**src/rtl/cache_pkg.sv**
```systemverilog
// ----------------------------------------------------------------------------
// cache_pkg
// Shared types and constants for the cache <-> word-wide memory bridge.
//   mem_req_type    : one line request from the cache (addr, line, rw, valid)
//   mem_data_type   : one line response to the cache (line, ready)
//   cache_data_type : a full 128-bit cache line
//   bridge_state_t  : bridge FSM states
// Helper functions compute the per-word address and select a line word.
// ----------------------------------------------------------------------------
package cache_pkg;

    localparam int LINE_WORDS = 4;
    localparam int ADDR_W     = 32;
    localparam int WORD_W     = 32;
    localparam int LINE_W     = LINE_WORDS * WORD_W;

    typedef logic [LINE_W-1:0] cache_data_type;

    typedef struct packed {
        logic [ADDR_W-1:0] addr;
        cache_data_type    data;
        logic              rw;
        logic              valid;
    } mem_req_type;

    typedef struct packed {
        cache_data_type data;
        logic           ready;
    } mem_data_type;

    typedef enum logic [1:0] {
        IDLE = 2'd0,
        XFER = 2'd1,
        RESP = 2'd2
    } bridge_state_t;

    // Word k of a line lives at base + 4k. The index is spliced into bits
    // [3:2] so the address can never carry out of the line.
    function automatic logic [ADDR_W-1:0] word_addr(input logic [ADDR_W-1:0] base,
                                                    input logic [1:0]        k);
        return {base[ADDR_W-1:4], k, 2'b00};
    endfunction

    function automatic logic [WORD_W-1:0] line_word(input cache_data_type line,
                                                    input logic [1:0]     k);
        return line[{k, 5'b00000} +: WORD_W];
    endfunction

endpackage

```
**src/rtl/cache_mem_bridge_if.sv**
```systemverilog
// ----------------------------------------------------------------------------
// cache_mem_bridge_if
// Bundles the cache-side line port and the RAM-side word port.
//   slave  : the bridge (consumes line requests, drives the word port)
//   master : the environment (cache + RAM)
// Handshake semantics:
//   mem_valid is a request strobe (may be a one-cycle pulse) that the bridge
//   samples only when idle or in its response cycle; mem_ready is a
//   one-cycle completion pulse. On the RAM side ram_req, ram_addr, ram_we
//   and ram_wdata are held stable until a cycle with ram_ack=1, which
//   completes that word; ram_rdata is valid in the same cycle as ram_ack.
//   ram_ack may be high in the first cycle of ram_req (zero-wait RAM).
// ----------------------------------------------------------------------------
interface cache_mem_bridge_if;
    import cache_pkg::*;

    logic [ADDR_W-1:0] mem_addr;
    cache_data_type    mem_data_in;
    logic              mem_rw;
    logic              mem_valid;
    cache_data_type    mem_data_out;
    logic              mem_ready;
    logic              busy;

    logic [ADDR_W-1:0] ram_addr;
    logic [WORD_W-1:0] ram_wdata;
    logic              ram_we;
    logic              ram_req;
    logic              ram_ack;
    logic [WORD_W-1:0] ram_rdata;

    modport slave (
        input  mem_addr, mem_data_in, mem_rw, mem_valid, ram_ack, ram_rdata,
        output mem_data_out, mem_ready, busy, ram_addr, ram_wdata, ram_we, ram_req
    );

    modport master (
        output mem_addr, mem_data_in, mem_rw, mem_valid, ram_ack, ram_rdata,
        input  mem_data_out, mem_ready, busy, ram_addr, ram_wdata, ram_we, ram_req
    );

endinterface

```
**src/rtl/cache_mem_bridge_stats.sv**
```systemverilog
// ----------------------------------------------------------------------------
// cache_mem_bridge_stats
// Completed-transfer counters, present only with CACHE_MEM_BRIDGE_STATS_EN.
//   clk, rst         : clock, asynchronous active-low reset
//   i_fill_done      : one-cycle pulse per completed fill
//   i_wback_done     : one-cycle pulse per completed write-back
//   o_stat_fills     : fill count, wraps modulo 2^32
//   o_stat_wbacks    : write-back count, wraps modulo 2^32
// ----------------------------------------------------------------------------
`ifdef CACHE_MEM_BRIDGE_STATS_EN
module cache_mem_bridge_stats (
    input  logic        clk,
    input  logic        rst,
    input  logic        i_fill_done,
    input  logic        i_wback_done,
    output logic [31:0] o_stat_fills,
    output logic [31:0] o_stat_wbacks
);

    logic [31:0] r_fills;
    logic [31:0] r_wbacks;

    always_ff @(posedge clk or negedge rst) begin
        if (!rst) begin
            r_fills  <= 32'd0;
            r_wbacks <= 32'd0;
        end else begin
            if (i_fill_done)  r_fills  <= r_fills + 32'd1;
            if (i_wback_done) r_wbacks <= r_wbacks + 32'd1;
        end
    end

    assign o_stat_fills  = r_fills;
    assign o_stat_wbacks = r_wbacks;

endmodule
`endif

```
**src/rtl/cache_mem_bridge.sv**
```systemverilog
// ----------------------------------------------------------------------------
// cache_mem_bridge
// Serialises 128-bit cache line requests into four 32-bit word transfers
// (ascending address) and reassembles fills into a line with a one-cycle
// mem_ready pulse.
// Ports:
//   clk, rst      : clock, asynchronous active-low reset
//   bus (slave)   : cache line port + RAM word port (cache_mem_bridge_if)
//   o_dbg_state   : current FSM state
//   stat_fills,
//   stat_wbacks   : transfer counters, only with CACHE_MEM_BRIDGE_STATS_EN
// Optional feature macro: CACHE_MEM_BRIDGE_STATS_EN
// ----------------------------------------------------------------------------
module cache_mem_bridge
    import cache_pkg::*;
(
    input  logic                clk,
    input  logic                rst,
    cache_mem_bridge_if.slave   bus,
    output bridge_state_t       o_dbg_state
`ifdef CACHE_MEM_BRIDGE_STATS_EN
    ,
    output logic [31:0]         stat_fills,
    output logic [31:0]         stat_wbacks
`endif
);

    bridge_state_t     r_state;
    logic [ADDR_W-1:0] r_base;
    cache_data_type    r_line;
    logic              r_rw;
    logic [1:0]        r_k;
    logic [95:0]       r_buf;   // words 0..2; word 3 arrives with the last ack
    logic              r_ram_req;
    logic              r_ram_we;
    logic [ADDR_W-1:0] r_ram_addr;
    logic [WORD_W-1:0] r_ram_wdata;
    logic              r_mem_ready;
    logic              r_busy;
    cache_data_type    r_mem_data_out;

    mem_req_type       w_req;
    logic [ADDR_W-1:0] w_base;
    logic              w_accept;
    logic              w_last_ack;

    assign w_req    = '{addr: bus.mem_addr, data: bus.mem_data_in,
                        rw: bus.mem_rw, valid: bus.mem_valid};
    assign w_base   = {w_req.addr[ADDR_W-1:4], 4'b0000};
    // RESP also accepts so a fill issued off mem_ready chains with no idle cycle.
    assign w_accept = w_req.valid && ((r_state == IDLE) || (r_state == RESP));
    assign w_last_ack = (r_state == XFER) && bus.ram_ack && (r_k == 2'd3);

    always_ff @(posedge clk or negedge rst) begin
        if (!rst) begin
            r_state        <= IDLE;
            r_base         <= '0;
            r_line         <= '0;
            r_rw           <= 1'b0;
            r_k            <= 2'd0;
            r_buf          <= '0;
            r_ram_req      <= 1'b0;
            r_ram_we       <= 1'b0;
            r_ram_addr     <= '0;
            r_ram_wdata    <= '0;
            r_mem_ready    <= 1'b0;
            r_busy         <= 1'b0;
            r_mem_data_out <= '0;
        end else begin
            r_mem_ready <= 1'b0;
            if (w_accept) begin
                r_state     <= XFER;
                r_base      <= w_base;
                r_line      <= w_req.data;
                r_rw        <= w_req.rw;
                r_k         <= 2'd0;
                r_ram_req   <= 1'b1;
                r_ram_we    <= w_req.rw;
                r_ram_addr  <= w_base;
                r_ram_wdata <= w_req.data[WORD_W-1:0];
                r_busy      <= 1'b1;
            end else begin
                case (r_state)
                    XFER: begin
                        if (bus.ram_ack) begin
                            if (r_k == 2'd3) begin
                                r_state     <= RESP;
                                r_ram_req   <= 1'b0;
                                r_ram_we    <= 1'b0;
                                r_mem_ready <= 1'b1;
                                if (!r_rw) r_mem_data_out <= {bus.ram_rdata, r_buf};
                            end else begin
                                if (!r_rw) begin
                                    case (r_k)
                                        2'd0:    r_buf[31:0]  <= bus.ram_rdata;
                                        2'd1:    r_buf[63:32] <= bus.ram_rdata;
                                        default: r_buf[95:64] <= bus.ram_rdata;
                                    endcase
                                end
                                r_k         <= r_k + 2'd1;
                                r_ram_addr  <= word_addr(r_base, r_k + 2'd1);
                                r_ram_wdata <= line_word(r_line, r_k + 2'd1);
                            end
                        end
                    end
                    RESP: begin
                        r_state <= IDLE;
                        r_busy  <= 1'b0;
                    end
                    default: ;
                endcase
            end
        end
    end

    assign bus.ram_req      = r_ram_req;
    assign bus.ram_we       = r_ram_we;
    assign bus.ram_addr     = r_ram_addr;
    assign bus.ram_wdata    = r_ram_wdata;
    assign bus.mem_ready    = r_mem_ready;
    assign bus.busy         = r_busy;
    assign bus.mem_data_out = r_mem_data_out;
    assign o_dbg_state      = r_state;

`ifdef CACHE_MEM_BRIDGE_STATS_EN
    // Counted on the final ack so the new totals are visible in RESP.
    cache_mem_bridge_stats u_stats (
        .clk           (clk),
        .rst           (rst),
        .i_fill_done   (w_last_ack && !r_rw),
        .i_wback_done  (w_last_ack && r_rw),
        .o_stat_fills  (stat_fills),
        .o_stat_wbacks (stat_wbacks)
    );
`else
    logic w_unused;
    assign w_unused = w_last_ack;
`endif

endmodule

```
**src/flat_wrapper.sv**
```systemverilog
// flat-port wrapper written by rule: the top's interface ports become plain ports
module cache_mem_bridge_flat import cache_pkg::*;
  (clk, rst, o_dbg_state, bus_mem_addr, bus_mem_data_in, bus_mem_rw, bus_mem_valid, bus_ram_ack, bus_ram_rdata, bus_mem_data_out, bus_mem_ready, bus_busy, bus_ram_addr, bus_ram_wdata, bus_ram_we, bus_ram_req);
  cache_mem_bridge_if bus_i ();
  input  logic clk;
  input  logic rst;
  output bridge_state_t o_dbg_state;
  input wire logic [$bits(bus_i.mem_addr)-1:0] bus_mem_addr;
  input wire logic [$bits(bus_i.mem_data_in)-1:0] bus_mem_data_in;
  input wire logic [$bits(bus_i.mem_rw)-1:0] bus_mem_rw;
  input wire logic [$bits(bus_i.mem_valid)-1:0] bus_mem_valid;
  input wire logic [$bits(bus_i.ram_ack)-1:0] bus_ram_ack;
  input wire logic [$bits(bus_i.ram_rdata)-1:0] bus_ram_rdata;
  output wire logic [$bits(bus_i.mem_data_out)-1:0] bus_mem_data_out;
  output wire logic [$bits(bus_i.mem_ready)-1:0] bus_mem_ready;
  output wire logic [$bits(bus_i.busy)-1:0] bus_busy;
  output wire logic [$bits(bus_i.ram_addr)-1:0] bus_ram_addr;
  output wire logic [$bits(bus_i.ram_wdata)-1:0] bus_ram_wdata;
  output wire logic [$bits(bus_i.ram_we)-1:0] bus_ram_we;
  output wire logic [$bits(bus_i.ram_req)-1:0] bus_ram_req;
  assign bus_i.mem_addr = bus_mem_addr;
  assign bus_i.mem_data_in = bus_mem_data_in;
  assign bus_i.mem_rw = bus_mem_rw;
  assign bus_i.mem_valid = bus_mem_valid;
  assign bus_i.ram_ack = bus_ram_ack;
  assign bus_i.ram_rdata = bus_ram_rdata;
  assign bus_mem_data_out = bus_i.mem_data_out;
  assign bus_mem_ready = bus_i.mem_ready;
  assign bus_busy = bus_i.busy;
  assign bus_ram_addr = bus_i.ram_addr;
  assign bus_ram_wdata = bus_i.ram_wdata;
  assign bus_ram_we = bus_i.ram_we;
  assign bus_ram_req = bus_i.ram_req;
  cache_mem_bridge u_core (.clk(clk), .rst(rst), .bus(bus_i), .o_dbg_state(o_dbg_state));
endmodule
```
**config.mk**
```make
export PLATFORM = sky130hd
export DESIGN_NAME = cache_mem_bridge_flat
export DESIGN_NICKNAME = d
export VERILOG_FILES = /design/src/rtl/cache_pkg.sv /design/src/rtl/cache_mem_bridge_if.sv /design/src/rtl/cache_mem_bridge_stats.sv /design/src/rtl/cache_mem_bridge.sv /design/src/flat_wrapper.sv
export SDC_FILE = /design/constraint.sdc
export NUM_CORES = 1
export LEC_CHECK = 0
export CORE_MARGIN = 5
export CORE_UTILIZATION = 47
export CTS_BUF_LIST = sky130_fd_sc_hd__clkbuf_4
export CTS_CLUSTER_DIAMETER = 100
export CTS_CLUSTER_SIZE = 10
export DETAILED_ROUTE_END_ITERATION = 10
export GPL_TIMING_DRIVEN = 0
export PLACE_DENSITY = 0.78
export SYNTH_ARGS = -nofsm -noshare
export SYNTH_HDL_FRONTEND = slang
export SYNTH_SLANG_ARGS = --single-unit
export TNS_END_PERCENT = 100
```
**constraint.sdc**
```tcl
create_clock -name clk -period 2.5 [get_ports clk]
set_input_delay 0.375 -clock clk [delete_from_list [all_inputs] [get_ports clk]]
set_output_delay 0.375 -clock clk [all_outputs]
set_load 0.02 [all_outputs]
```
# Yosys cells after proc, flatten, opt, wreduce, memory -nomap -nowiden
# Index checks and enable logic that the tools add are counted.
[word_totals] register_bits=453 input_bits=197 output_inout_bits=198 wordCells=72
[classes] add_sub_neg=1 eq_ne=7 shift=1 n_mux=27 n_bitwise=4 reduce_logical=17
[ops] op="2-to-1 mux 32 bit" n=8
[ops] op="variable part select 128 x 8 -> 32 bit" n=1
[ops] op="AND reduction 6 bit" n=3
[ops] op="2-to-1 mux 2 bit" n=7
[ops] op="2-to-1 mux 1 bit" n=11
[ops] op="AND reduction 3 bit" n=3
[ops] op="nonzero test 2 bit" n=4
[ops] op="!= test 3 x 2 -> 1 bit, second input constant" n=2
[ops] op="AND reduction 5 bit" n=1
[ops] op="== test 2 x 1 -> 1 bit, second input constant" n=2
[ops] op="== test 2 bit, second input constant" n=2
[ops] op="logical NOT 2 bit" n=2
[ops] op="NOT 1 bit" n=4
[ops] op="case mux 2 bit (2 select lines)" n=1
[ops] op="nonzero test 3 bit" n=1
[ops] op="adder 2 x 1 -> 2 bit, second input constant" n=1
[ops] op="!= test 2 x 1 -> 1 bit, second input constant" n=1
[ops] op="OR reduction 2 bit" n=1
[ops] op="logical AND 1 bit" n=1
[ops] op="logical OR 1 bit" n=1

# Longest topological paths before layout
# Gate-level depths: netlist of run 1.
[logic_depth] ltp_word=6 depth_mapped=10 mapped_depth_nobuf=6

# Worst setup path after synthesis of run 1
# Ideal clock, no wire load.
[synth_timing] kind="flip-flop to flip-flop" start="reg u_core.r_k[0]" end="reg u_core.r_ram_wdata[10], in the netlist u_core.bus.ram_wdata[10]" setup_ns=0.126 arrival_time_ns=2.418 t_required_ns=2.374 slack_ns=-0.044 path_stages_with_launch=10 path_buffers=4 synth_period_minus_slack_ns=2.544 cell_sequence="dfrtp_1 buf_2 buf_2 inv_1 ha_1 buf_1 clkbuf_1 mux4_2 nand2_1 a31oi_1"
[synth_between] elab_chain_len=6 word_cells_on_any_way=9 cone_classes="1 x add/sub; 2 x eq/ne; 1 x shift; 4 x mux; 1 x reduce/logical"
[synth_rtl] item="start: declaration" line="cache_mem_bridge.sv:32" source="logic [1:0] r_k;"
[synth_rtl] item="start signal: assignment" line="cache_mem_bridge.sv:100" source="r_k <= r_k + 2'd1;"
[synth_rtl] item="adder 2 x 1 -> 2 bit" line="cache_mem_bridge.sv:102" source="r_ram_wdata <= line_word(r_line, r_k + 2'd1);"
[synth_rtl] item="variable part select 128 x 8 -> 32 bit" line="cache_pkg.sv:46" source="return line[{k, 5'b00000} +: WORD_W];"
[synth_rtl] item="2-to-1 mux 32 bit" line="cache_mem_bridge.sv:86" source="if (r_k == 2'd3) begin"
[synth_rtl] item="2-to-1 mux 32 bit" line="cache_mem_bridge.sv:85" source="if (bus.ram_ack) begin"
[synth_rtl] item="2-to-1 mux 32 bit" line="cache_mem_bridge.sv:83" source="case (r_state)"
[synth_rtl] item="2-to-1 mux 32 bit" line="cache_mem_bridge.sv:71" source="if (w_accept) begin"
[synth_rtl] item="end signal: assignment" line="cache_mem_bridge.sv:80" source="r_ram_wdata <= w_req.data[WORD_W-1:0];"
[synth_rtl] item="end signal: assignment" line="cache_mem_bridge.sv:102"
[synth_rtl] item="end: declaration" line="cache_mem_bridge.sv:37" source="logic [WORD_W-1:0] r_ram_wdata;"
# Parallel ways exist; a longest one is shown, timed or not. The select of a mux whose other input is x is not followed.
# A chain may end at the register's enable or synchronous reset.

# Worst setup path after layout of run 1
[layout_timing] start="reg u_core.r_k[0]" end="reg u_core.r_ram_wdata[24], in the netlist u_core.bus.ram_wdata[24]"
# The elaborated chain is that of the path after synthesis.

==> results of run 1 <==
worst paths after layout:
path	to	depth (start not counted)
worst max-delay path	u_core.bus.ram_wdata[24]	8
worst min register to register	u_core.r_line[81]	2
max in group asynchronous	u_core.r_line[24]	4
min in group asynchronous	u_core.bus.mem_data_out[59]	2
worst min-delay path	u_core.r_line[106]	3
worst max register to register	u_core.bus.ram_wdata[24]	8
power breakdown:
group          switching, uW  total (uW)  leakage [uW]  internal (uW)
Combinational           6250       11800       0.00526           5580
Clock                   2250        3410      0.000268           1160
Sequential              1660       12000       0.00575          10400
Total                  10200       27300        0.0113          17100
what timing repair did:
action | in CTS | in global routing
pin swaps | 2 | 1
hold buffers | 1 | 0
setup endpoints to repair | 371 | 380
resized for setup | 52 | 67
endpoints found under the hold margin | 95 | 0
buffers inserted | 4 | 6
gates cloned | 1 | 0
synth_stat cells, drive strengths merged, types with 3 or more instances:
cell / number
clkbuf: 42
mux4: 32
nand3: 4
mux2: 252
a31oi: 32
inv: 6
nor3: 33
nor2: 3
nand2: 507
o21ai: 4
dfrtp: 449
ha: 8
buf: 44
flip-flops by register name (all words and copies together) (netlist names), 2 cells and up:
register / flops
u_core.bus.ram_addr: 29
u_core.o_dbg_state: 2
u_core.r_buf: 96
u_core.r_line: 128
u_core.bus.mem_data_out: 128
u_core.r_base: 28
u_core.bus.ram_wdata: 32
logic make-up after synthesis:
kind of cell,Yosys count,synth area share [%]
simple gates,552,12.02
flops,449,63.18
mux,285,20.07
buf+inv,92,2.470
compound gates,43,1.682
fa+ha+maj,8,0.5629
other cells,1,0.02109
worst max-delay path: cells and delay by family, from the launching register on:
| kind | cells | cell delay [ps] |
|---|---|---|
| muxes | 1 | 330 |
| DFF | 1 | 430 |
| AOI/OAI and AO/OA | 1 | 80 |
| buffers and inverters | 4 | 890 |
| adders and majority gates | 1 | 440 |
| and+or+nand+nor | 1 | 80 |
routing by layer:
layer	part of all wire [%]	track usage, %
met3	8.2	6.269
met2	49	38.80
met1	41	30.28
met5	0.070	0
met4	1.7	5.408
final cells by class:
class                      instances  area (um2)  share of cell area (%)
inverter                           6       22.52                 0.09686
clock inverter                     2       60.06                  0.2583
timing repair buffer             404        4095                   17.61
antenna                            2       5.005                 0.02152
clock buffer                      52       390.4                   1.679
tap                              511       639.4                   2.750
sequential                       449       11240                   48.33
buffer                            85       625.6                   2.690
multi-input combinational        890        6177                   26.57
per-stage QoR:
stage / area (um2) / cells / setup slack, ps / hold WS [ps] / TNS [ps]
after floorplan: 17790 / 1431 / -44.15 / 79.41 / -1188
after global placement: 22310 / 2330 / -17990 / 449.1 / -8116730
after detailed placement: 22430 / 2334 / -613.8 / 345.3 / -74490
after CTS: 23050 / 2393 / -124.0 / 89.01 / -6956
after global routing: 23250 / 2400 / -6.862 / 108.7 / -12.17
final: 23250 / 2401 / 101.0 / 157.1 / 0
==> results by group, run 1 <==
Timing
  – Crit share post-route: 95.96%
  – FMAX: 416.8 MHz
  – Worst slew pin tran: 649.6 ps
  – Max Transition Viols Final: 0
  – Finish-stage setup viols: 0
  – Worst rel slew slack: 56.70%
  – Final hold viol count: 0
  – Skew final: around 46 ps
  – Min cycle time layout: 2399 ps

Yosys
  – Mapped Cells: 1430
  – Synth Cell Area: 0.01778 mm2
  – Area share of the largest cell type after synthesis: 63.18%
  – Number of synthesized flops with an enable pin: 0
  – Area leader, netlist: dfrtp_1
  – Number of distinct library cells after synthesis: 32
  – Register area share after synthesis: 63.18%
  – Synth top area cells: dfrtp_1 63%, mux2_1 16%, nand2_1 11%
  – Avg Cell Area, Syn: 12.44 um2
  – Asr flop ratio synth: 100.0%
  – Number of synthesized register bits: 449
  – Main flop type after synthesis: dfrtp_1
  – Yosys warns: 0

Pwr
  – Pwr dens: about 1200 mW/mm2
  – VDD IR max: 0.5458 mV
  – Leak Pwr: roughly 0.011 uW
  – Total power: ~27000 uW

Route
  – First-pass iteration count of the detailed router: 5
  – Final WL: 48480 um
  – Number of routed nets with antenna violations: 0
  – DR vias: about 13k
  – Initial drt markers: 657
  – WL per Instance: 20.19 um
  – # DRC: 0
  – Via density: 5.247

Clock network
  – CTS root buffer: clkbuf_4
  – Clk sinks: around 450
  – Htree depth: 2
  – Skew-Pair Late Insertion Delay: 740 ps
  – Max Root-Sink Buffers: 3
  – CTS tree: done
  – Clock-pin slew on the worst setup and hold paths: about 120 ps
  – Num CTS Buffers: 50

Floorplanning
  – I/O pin count: 395
  – Initial Util: 47.44%
  – Die Ht: around 200 um
  – Core Box Area: 0.03749 mm2
  – Die width: between 200 and 250 um
  – Site Rows: 71
  – Die area: approximately 0.042 mm2

Global routing
  – Initial antenna violation count: 3
  – Number of global-route vias before repair: 13.32k
  – GRT Total Usage: 23.09%
  – First-pass GRT wire length: 75860 um
  – Largest net degree at the start of global routing: between 100 and 150
  – Gr ovfl total: 0

Placed design
  – Gpl congestion: 0.9171
  – Detailed placer's ending HPWL: 36060 um
  – Count of input and output buffers: 388

Cells and area
  – Post-layout util: between 60% and 70%
  – Share of cells above drive strength 1: 9.375%
  – Fill count: 2978
  – Final nets: approximately 2.1k
  – Commonest non-fill, non-tap cells in the layout: 507 x nand2_1, 448 x dfrtp_1, 387 x clkdlybuf4s50_1
  – Area delta synth->final: 30.75%
  – Most common cell after layout, fill and taps aside: nand2_1

Setup path
  – Slowest cell on the critical path: ha_2
  – Cell Chain, Critical Path: buf_2 -> buf_6 -> inv_1 -> ha_2 -> clkbuf_4 -> mux4_2 -> nand2_1 -> a31oi_1
  – Reg2Reg Setup Slack: 100 ps
  – Critical Path Start: u_core.r_k[0]
  – Worst stage delay on the critical path: roughly 440 ps
  – Kind of critical path: reg -> reg
  – Critical Path End Type: flop
  – Critical path data required time: 3090 ps
  – Critical Path Source Type: flop
  – Crit path arrival time: about 3000 ps
  – Worst Path Max Fanout: 10
  – RR Startpoint: u_core.r_k[0]

Min path
  – Hold/Removal Path Class: in -> reg
  – Worst hold path startpoint: bus_mem_data_in[106]

Outcome
  – Status: complete, no violations

Run
  – MaxCap Viol Count: 0
No activity file was read; power rests on OpenSTA's default activity.
==> run 2, diff against run 1 <==
--- a/config.mk
+++ b/config.mk
@@ -12,7 +12,7 @@
 export CTS_CLUSTER_SIZE = 10
 export DETAILED_ROUTE_END_ITERATION = 10
 export GPL_TIMING_DRIVEN = 0
-export PLACE_DENSITY = 0.78
+export PLACE_DENSITY = 0.88
 export SYNTH_ARGS = -nofsm -noshare
 export SYNTH_HDL_FRONTEND = slang
 export SYNTH_SLANG_ARGS = --single-unit
==> results by group, run 2 (synthesis gave the netlist of run 1 again) <==
Outcome
  – Status: complete, no violations

Floorplanning
  – Die width: 204.5 um (unchanged)
  – Site Rows: 71 (unchanged)
  – Initial Util: 47.44% (unchanged)
  – Die Ht: 204.5 um (unchanged)
  – Core Box Area: 0.03749 mm2 (unchanged)
  – I/O pin count: 395 (unchanged)
  – Die area: 0.04183 mm2 (unchanged)

Timing
  – Worst slew pin tran: 868.4 ps (+218.9 ps)
  – Finish-stage setup viols: 0 (unchanged)
  – Final hold viol count: 0 (unchanged)
  – Min cycle time layout: 2407 ps (+8.104 ps)
  – Worst rel slew slack: 42.11% (-15 points)
  – FMAX: 415.4 MHz (-0.34%)
  – RSZ-0062 raised after global routing: yes
  – Max Transition Viols Final: 0 (unchanged)
  – Hold Slack: 116.8 ps (-40.30 ps)
  – Crit share post-route: 96.29% (+0.32 points)
  – Skew final: 45.71 ps (-0.3922 ps)

Route
  – WL per Instance: 20.34 um (+0.72%)
  – Final WL: 48910 um (+0.88%)
  – Via density: 5.269 (+0.42%)
  – Number of routed nets with antenna violations: 0 (unchanged)
  – Initial drt markers: 692 (+5.3%)
  – # DRC: 0 (unchanged)
  – DR vias: 12.67k (+0.59%)
  – First-pass iteration count of the detailed router: 5 (unchanged)

Global routing
  – First-pass GRT wire length: 76720 um (+1.1%)
  – Largest net degree at the start of global routing: 119 (-11%)
  – GRT Total Usage: 23.32% (+0.24 points)
  – Number of global-route vias before repair: 13.62k (+2.2%)
  – Gr ovfl total: 0 (unchanged)
  – Initial antenna violation count: 3 (unchanged)

Setup path
  – Worst Path Max Fanout: 10 (unchanged)
  – Crit path arrival time: 3020 ps (+30 ps)
  – Kind of critical path: reg -> reg
  – Critical path capture point: u_core.r_buf[24]
  – RR Startpoint: u_core.o_dbg_state[0]
  – Critical path data required time: 3110 ps (+20 ps)
  – Critical Path Source Type: flop
  – FF-to-FF path depth: 8 (unchanged)
  – Critical Path End Type: flop
  – Critical Path Start: u_core.o_dbg_state[0]
  – RR Endpoint: u_core.r_buf[24]
  – Reg2Reg Setup Slack: 90 ps (about the same)

Cells and area
  – Commonest non-fill, non-tap cells in the layout: 507 x nand2_1, 448 x dfrtp_1, 385 x clkdlybuf4s50_1
  – Finished Layout Cells: 2405 (+0.17%)
  – Share of cells above drive strength 1: 9.519% (+0.14 points)
  – Fill count: 2776 (-6.8%)
  – Final nets: 2095 (+0.19%)
  – Most common cell after layout, fill and taps aside: nand2_1
  – Post-layout util: 61.89% (-0.14 points)
  – Area delta synth->final: 30.46%
  – Design Area, Final: 0.02320 mm2 (-0.23%)

Run
  – MaxCap Viol Count: 0 (unchanged)

Pwr
  – Leak Pwr: 0.01127 uW (about the same)
  – Total power: 27280 uW (about the same)
  – Pwr dens: 1176 mW/mm2 (+0.22%)
  – VDD IR max: 0.6885 mV (+26%)

Placed design
  – Count of input and output buffers: 388 (unchanged)
  – Cell count after placement: 2333 (-0.043%)
  – DP Area: 0.02240 mm2 (-0.12%)
  – Detailed placer's ending HPWL: 36660 um (+1.7%)
  – Gpl congestion: 0.8981 (-2.1%)

Clock network
  – CTS root buffer: clkbuf_4
  – Clock-pin slew on the worst setup and hold paths: 120 ps (about the same)
  – Max Root-Sink Buffers: 3 (unchanged)
  – Htree depth: 2 (unchanged)
  – Clk sinks: 449 (unchanged)
  – Num CTS Buffers: 50 (unchanged)
  – CTS tree: done
  – Skew-Pair Late Insertion Delay: 770 ps (+30 ps)

Min path
  – Hold/Removal Path Class: in -> reg
-- run 2: critical path, stage by stage (launching register included) --
cell and delay [ps]:
dfrtp_1 370, buf_4 170, inv_1 90, ha_1 250, o21a_4 240, nor3b_4 250
nand3_2 220, buf_4 250, mux2_1 380
-- run 2: report_power, final --
group	leakage [uW]	total, uW	switching [uW]	internal (uW)
registers	0.00575	12200	1770	10400
logic	0.00528	11900	6320	5590
clock network	0.000244	3210	2250	956
-- run 2: final cells by class --
class / instances / area, um2 / area share, %
diodes: 3 / 7.507 / 0.03236
plain buffers: 83 / 580.6 / 2.502
clock buffers: 52 / 390.4 / 1.683
clock inverters: 1 / 3.754 / 0.01618
inverters: 6 / 22.52 / 0.09708
multi-input cells: 890 / 6176 / 26.62
flip-flops and latches: 449 / 11240 / 48.44
well taps: 511 / 639.4 / 2.756
repair buffers: 410 / 4143 / 17.86
-- run 2: worst min path at each step --
stage                   startpoint                end  slack [ps]  depth (start not counted)
4_1_cts        bus_mem_data_in[57]  u_core.r_line[57]          20                          3
2_1_floorplan                  rst    u_core.bus.busy          80                          0
6_report       bus_mem_data_in[70]  u_core.r_line[70]         120                          3
3_3_place_gp     u_core.r_base[30]  u_core.r_base[30]         450                          2
5_1_grt        bus_mem_data_in[57]  u_core.r_line[57]          40                          3
3_5_place_dp     u_core.r_base[31]  u_core.r_base[31]         460                          2
-- run 2: per-layer routing --
metal  up-vias  global-route usage [%]  wire length [um]
met5         -                       0                14
met4         2                   5.863              1294
met3       109                   6.712              4244
met2       584                   40.20             24530
met1      6291                   29.25             18820
li1       5685                       -                 -
-- run 2: metrics by stage --
| stage | setup TNS [ps] | worst slack (ps) |
|---|---|---|
| finish | 0 | 92.86 |
| global route | -124.2 | -25.56 |
| CTS | -1853 | -59.30 |
| detailed placement | -98570 | -580.0 |
| global placement | -7991540 | -17670 |
| floorplan | -1188 | -44.15 |
-- run 2: timing repair --
action,CTS,global route
hold buffers,1,0
endpoints found under the setup margin,403,329
endpoints found under the hold margin,107,0
gates cloned,0,1
resized for setup,56,39
pin swaps,2,3
buffers inserted,3,14
